### src/rtl/status_register_unit.sv
// NZCV status register with a same-cycle EXE-to-ID bypass.
// It also holds a one-entry shadow copy for exception save/restore
// and a wrapping counter of flag commits for debug visibility.
// Flag bit order everywhere is {Z,C,N,V}: [3]=Z, [2]=C, [1]=N, [0]=V.
module status_register_unit #(
   parameter int         CNT_W       = 16,
   parameter logic [3:0] RESET_FLAGS = 4'b0000
) (
   input  logic             clk,
   input  logic             rst,
   input  logic             exe_valid,
   input  logic             exe_flush,
   input  logic             freeze,
   input  logic             exe_s,
   input  logic             exe_logic,
   input  logic [3:0]       alu_flags,
   input  logic             shifter_carry,
   input  logic             save,
   input  logic             restore,
   output logic [3:0]       status_register,
   output logic [3:0]       status_fwd,
   output logic [CNT_W-1:0] commit_count
);

   logic [3:0]       sr_q;
   logic [3:0]       sr_d;
   logic [3:0]       shadow_q;
   logic [3:0]       shadow_d;
   logic [CNT_W-1:0] cnt_q;
   logic [CNT_W-1:0] cnt_d;
   logic             commit;
   logic [3:0]       new_flags;
   logic [3:0]       fwd;

   // A restore owns the cycle, so it also blocks the commit of the
   // instruction in EXE; a stalled instruction commits once it is released.
   assign commit = exe_valid & exe_s & ~exe_flush & ~freeze & ~restore;

   // Logical/move ops take C from the shifter and leave V untouched.
   always_comb begin
      new_flags = alu_flags;
      if (exe_logic) begin
         new_flags = {alu_flags[3], shifter_carry, alu_flags[1], sr_q[0]};
      end
   end

   // Bypass value: what the register will hold after this edge.
   always_comb begin
      fwd = sr_q;
      if (restore) begin
         fwd = shadow_q;
      end else if (commit) begin
         fwd = new_flags;
      end
   end

   // Next-state selection for the status register, shadow and counter.
   always_comb begin
      sr_d     = sr_q;
      shadow_d = shadow_q;
      cnt_d    = cnt_q;
      if (restore) begin
         sr_d = shadow_q;
      end else if (commit) begin
         sr_d  = new_flags;
         cnt_d = cnt_q + 1'b1;
      end
      // Saving the bypassed value captures a commit in the same cycle.
      if (save && !restore) begin
         shadow_d = fwd;
      end
   end

   // State registers; reset takes effect immediately and overrides all.
   always_ff @(posedge clk or posedge rst) begin
      if (rst) begin
         sr_q     <= RESET_FLAGS;
         shadow_q <= 4'b0000;
         cnt_q    <= '0;
      end else begin
         sr_q     <= sr_d;
         shadow_q <= shadow_d;
         cnt_q    <= cnt_d;
      end
   end

   assign status_register = sr_q;
   assign status_fwd      = fwd;
   assign commit_count    = cnt_q;

endmodule

### config.mk
export PLATFORM = sky130hd
export DESIGN_NAME = status_register_unit
export DESIGN_NICKNAME = d
export VERILOG_FILES = /design/src/rtl/status_register_unit.sv
export SDC_FILE = /design/constraint.sdc
export NUM_CORES = 1
export LEC_CHECK = 0
export CORE_ASPECT_RATIO = 1.75
export CORE_MARGIN = 2
export CORE_UTILIZATION = 44
export DETAILED_ROUTE_END_ITERATION = 8
export GPL_ROUTABILITY_DRIVEN = 0
export PLACE_DENSITY_LB_ADDON = 0.12
export SLEW_MARGIN = 20
export SYNTH_ARGS = -nofsm -noshare
export SYNTH_HDL_FRONTEND = slang
export SYNTH_SLANG_ARGS = --single-unit
### constraint.sdc
create_clock -name clk -period 1.7 [get_ports clk]
set_input_delay 0.17 -clock clk [delete_from_list [all_inputs] [get_ports clk]]
set_output_delay 0.17 -clock clk [all_outputs]
set_load 0.01 [all_outputs]
Word level (Yosys, flattened, before mapping)
Cells that the tools add are included.
{ "classes": {"n_addsub": 1, "n_mux": 3, "bitwise_logic": 7, "reduce_logical": 3} }
{ "op_table": {"columns": ["operator", "n"], "rows": [
  ["$add A16 B1 Y16 const B", 1],
  ["$mux W4", 2],
  ["$and A1 B1 Y1", 4],
  ["$mux W3", 1],
  ["$not A1 Y1", 3],
  ["$reduce_and A2 Y1", 1],
  ["$logic_and A1 B1 Y1", 1],
  ["$logic_not A1 Y1", 1]
]} }
{ "totals": {"ff_bits": 24, "in_bits": 14, "output_inout_bits": 24, "word_cells": 17} }

Depth between registers and ports, before layout
{ "logic_depth": {"word_depth": 6, "mapped_depth": 4, "ltp_nobuf": 4} }

Worst setup path before layout
No wires, ideal clock.
{ "synth_timing": {"kind": "input port to output port", "startpoint": "input port exe_flush", "endpoint": "output port status_fwd[1]", "t_arrival_ns": 1.328, "required_ns": 1.530, "setup_slack_ns": 0.202, "stages": 4, "cell_sequence": "nor4b_4 -> nand2_4 -> mux2_2 -> mux2_2"} }
{ "synth_between": {"elab_chain_cells": 6} }
{ "synth_lines": {"columns": ["item", "line_no", "text"], "rows": [
  ["start: declaration", "12", "input logic exe_flush,"],
  ["$not A1 Y1", "37", "assign commit = exe_valid & exe_s & ~exe_flush & ~freeze & ~restore;"],
  ["$and A1 B1 Y1 (3 in series)", "37", null],
  ["$mux W4", "52", "end else if (commit) begin"],
  ["$mux W4", null, null],
  ["end: declaration", "21", "output logic [3:0] status_fwd,"]
]} }
No other way between the ends.

Final worst setup path
{ "layout_timing": {"startpoint": "input port exe_flush", "endpoint": "output port status_fwd[0]"} }
The elaborated chain is that of the path after synthesis.

==> impl_metrics.tcl <==
set metrics [dict create \
    ys_types 24 \
    grt_max_degree 25 \
    power.density_mw_per_mm2 1040 \
    critPathMaxFanout 2 \
    cts_tree "built" \
    die-width_um 42.6 \
    worstSetupStartpoint "exe_flush" \
    place_area_mm2 0.00160 \
    clkSinkCount 24 \
    design_area_mm2 0.00170 \
    ys_warn_count 0 \
    fin_skew_ns 0.0136 \
    postRouteAntennaNets 0 \
    syn2layout_area_growth_pct 48.1 \
    finalSetupViolCount 0 \
    grt_usage_pct 18.5 \
    crit_type "input port to output pin" \
    routedWlPerCell_um 13.9 \
    max_slew.worst_pin.slew_ns 0.332 \
    antenna_found_initial 0 \
    max_slew_margin_pct 77.7 \
    cts_buffer_depth 2 \
    fin_crit_sh_pct 98.3 \
    antennaDiodeCount 0 \
    drive_gt1_share_pct 26.9 \
    numCtsBuffers 3 \
    report.final.hold_viol_count 0 \
    syn-instance-count 94 \
    die_area_mm2 0.00305 \
    drtIter0Drc 18 \
    p_leak_nw 0.826 \
    drv_slew 0 \
    dp_hpwl_mm 1.85 \
    initial_core_util_pct 46.0 \
    dieHeight_um 71.6 \
    seq_area_frac_synth_pct 52.3 \
    reg2reg_setup_slack_ns 0.22 \
    r2r_end "commit_count[15]$_DFFE_PP0P_" \
    synth_nets 109 \
    via_per_inst 5.26 \
    num_rows 24 \
    yosys_register_bits 24 \
    ctsHtreeMaxLevel 1 \
    cts_root_buf "clkbuf_8" \
    peakVddDrop_mv 0.709 \
    clk_latency_ns 0.27 \
    grt_pass1_wl_mm 4.35 \
    io_pins 38 \
    hp-class "input port to async pin" \
    synth.avg_cell_area_um2 12.2 \
    end_kind "output pin" \
    cp.arrival_ns 1.50 \
    fin_nets 161 \
    fill_cells 194 \
    first_global_vias 988 \
    clkTransAtPathRegs_ns 0.09 \
    portBuffers 37 \
    postCtsHoldBufs 0 \
    max_freq_mhz 599 \
    num_vias 899 \
    rsz0062_at_grt "true" \
    maxCapViolations 0 \
    core_mm2 0.00249 \
    synth_area_mm2 0.00115 \
    cp_data_required_time_ns 1.53 \
    rr_worst_depth 4 \
    rr_startpoint "commit_count[3]$_DFFE_PP0P_" \
    layout_min_cycle_time_ns 1.67 \
    tns_ns 0 \
    routed_wl_mm 2.38 \
    grt_overflow_total 0 \
    drc 0 \
    dr.pass1.iters 4 \
    startpoint_type "input port" \
    outcome "finished, final reports clean" \
]
-- final cells by class --
type	count	area, um^2	area share (%)
Sequential cell	24	601	35.3
Multi-Input combinational cell	67	554	32.6
Timing Repair Buffer	47	429	25.3
Clock buffer	3	41.3	2.43
Tap cell	26	32.5	1.91
Clock inverter	1	30.0	1.77
Inverter	3	11.3	0.663
-- metal layers --
| layer | track usage [%] | part of all wire [%] | vias up |
|---|---|---|---|
| li1 | - | - | 426 |
| met1 | 21.6 | 38 | 438 |
| met2 | 32.8 | 55 | 31 |
| met3 | 3.02 | 4.6 | 4 |
| met4 | 7.64 | 1.8 | 0 |
| met5 | 0 | 0 | - |
-- metrics by stage --
| stage | worst slack [ns] | total power [mW] | utilization (%) | cells | hold WS, ns |
|---|---|---|---|---|---|
| 6_report | 0.0297 | 1.77 | 68.2 | 171 | 0.239 |
| 5_1_grt | -0.0500 | 1.88 | 68.2 | 171 | 0.293 |
| 4_1_cts | 0.00868 | 1.76 | 67.3 | 171 | 0.251 |
| 3_5_place_dp | -0.653 | 1.27 | 64.0 | 163 | 0.456 |
| 3_3_place_gp | -0.640 | 1.25 | 64.0 | 163 | 0.461 |
| 2_1_floorplan | 0.202 | 0.976 | - | 94 | 0.185 |
-- cell usage in the layout, fill, tap and decap left out, types with 2 or more instances in the layout --
cell	count
and3_1	2
buf_2	2
buf_4	10
buf_6	4
clkbuf_2	2
clkbuf_8	3
clkdlybuf4s50_1	28
dfrtp_1	24
inv_1	3
mux2_2	7
mux2_4	4
nand2_1	11
nand3_1	4
nand4_1	2
nor2_1	4
nor3_1	3
nor4_1	2
xnor2_1	5
xor2_1	10
-- worst max-delay path by stage --
stage,to,depth (start not counted)
finish,status_fwd[0],7
floorplan,status_fwd[1],4
global placement,status_fwd[0],6
detailed placement,status_fwd[0],6
CTS,status_fwd[0],7
global route,status_fwd[0],7
-- kinds of logic (layout without fill, tap and decap cells) --
| logic type | Yosys count | count (layout) | synth area share (%) |
|---|---|---|---|
| muxes | 12 | 12 | 11.7 |
| xor gates and xnor gates | 15 | 15 | 11.4 |
| buffers and inverters | 3 | 54 | 0.981 |
| AOI/OAI and AO/OA | 2 | 2 | 0.872 |
| adders and majority gates | 1 | 1 | 1.09 |
| DFF | 24 | 24 | 52.3 |
| and+or+nand+nor | 37 | 37 | 21.6 |
-- power by group --
group / switching, mW / total [mW] / internal, mW
Combinational: 0.207 / 0.516 / 0.309
Clock: 0.187 / 0.502 / 0.315
Sequential: 0.0864 / 0.751 / 0.665
Total: 0.480 / 1.77 / 1.29
-- cell usage after synthesis --
cell,n,area share [%]
nand2b_1,1,0.55
xnor2_1,5,3.8
nand2_4,1,0.98
nand3_1,4,1.7
mux2i_1,1,0.87
nand4_1,2,1.1
nor4_1,2,1.1
inv_1,3,0.98
mux2_2,11,11
o21ai_0,2,0.87
dfrtp_1,24,52
nor2_1,4,1.3
nand4_4,1,1.9
ha_1,1,1.1
and3_1,2,1.1
xor2_1,10,7.6
nand3b_1,1,0.65
nor3_1,3,1.3
nor4_4,1,1.9
nor4b_4,1,2.1
nand2_1,11,3.6
and4_1,1,0.76
or3_1,1,0.55
nor4_2,1,1.1
-- timing repair --
action                                  CTS  global route
pin swaps                                 2             1
gates resized for setup                  32             9
endpoints found under the setup margin    4             4
buffers inserted                          4             0
-- registers in the layout (all words and copies together) (netlist names) --
name / count
status_register: 4
commit_count: 16
shadow_q: 4
-- critical path, cell delays in order --
cell and delay, ns:
buf_6 0.09, nor4b_4 0.28, buf_4 0.15, nand3b_1 0.09
mux2_4 0.32, mux2_4 0.28, buf_6 0.12
No activity file was read; power rests on OpenSTA's default activity.
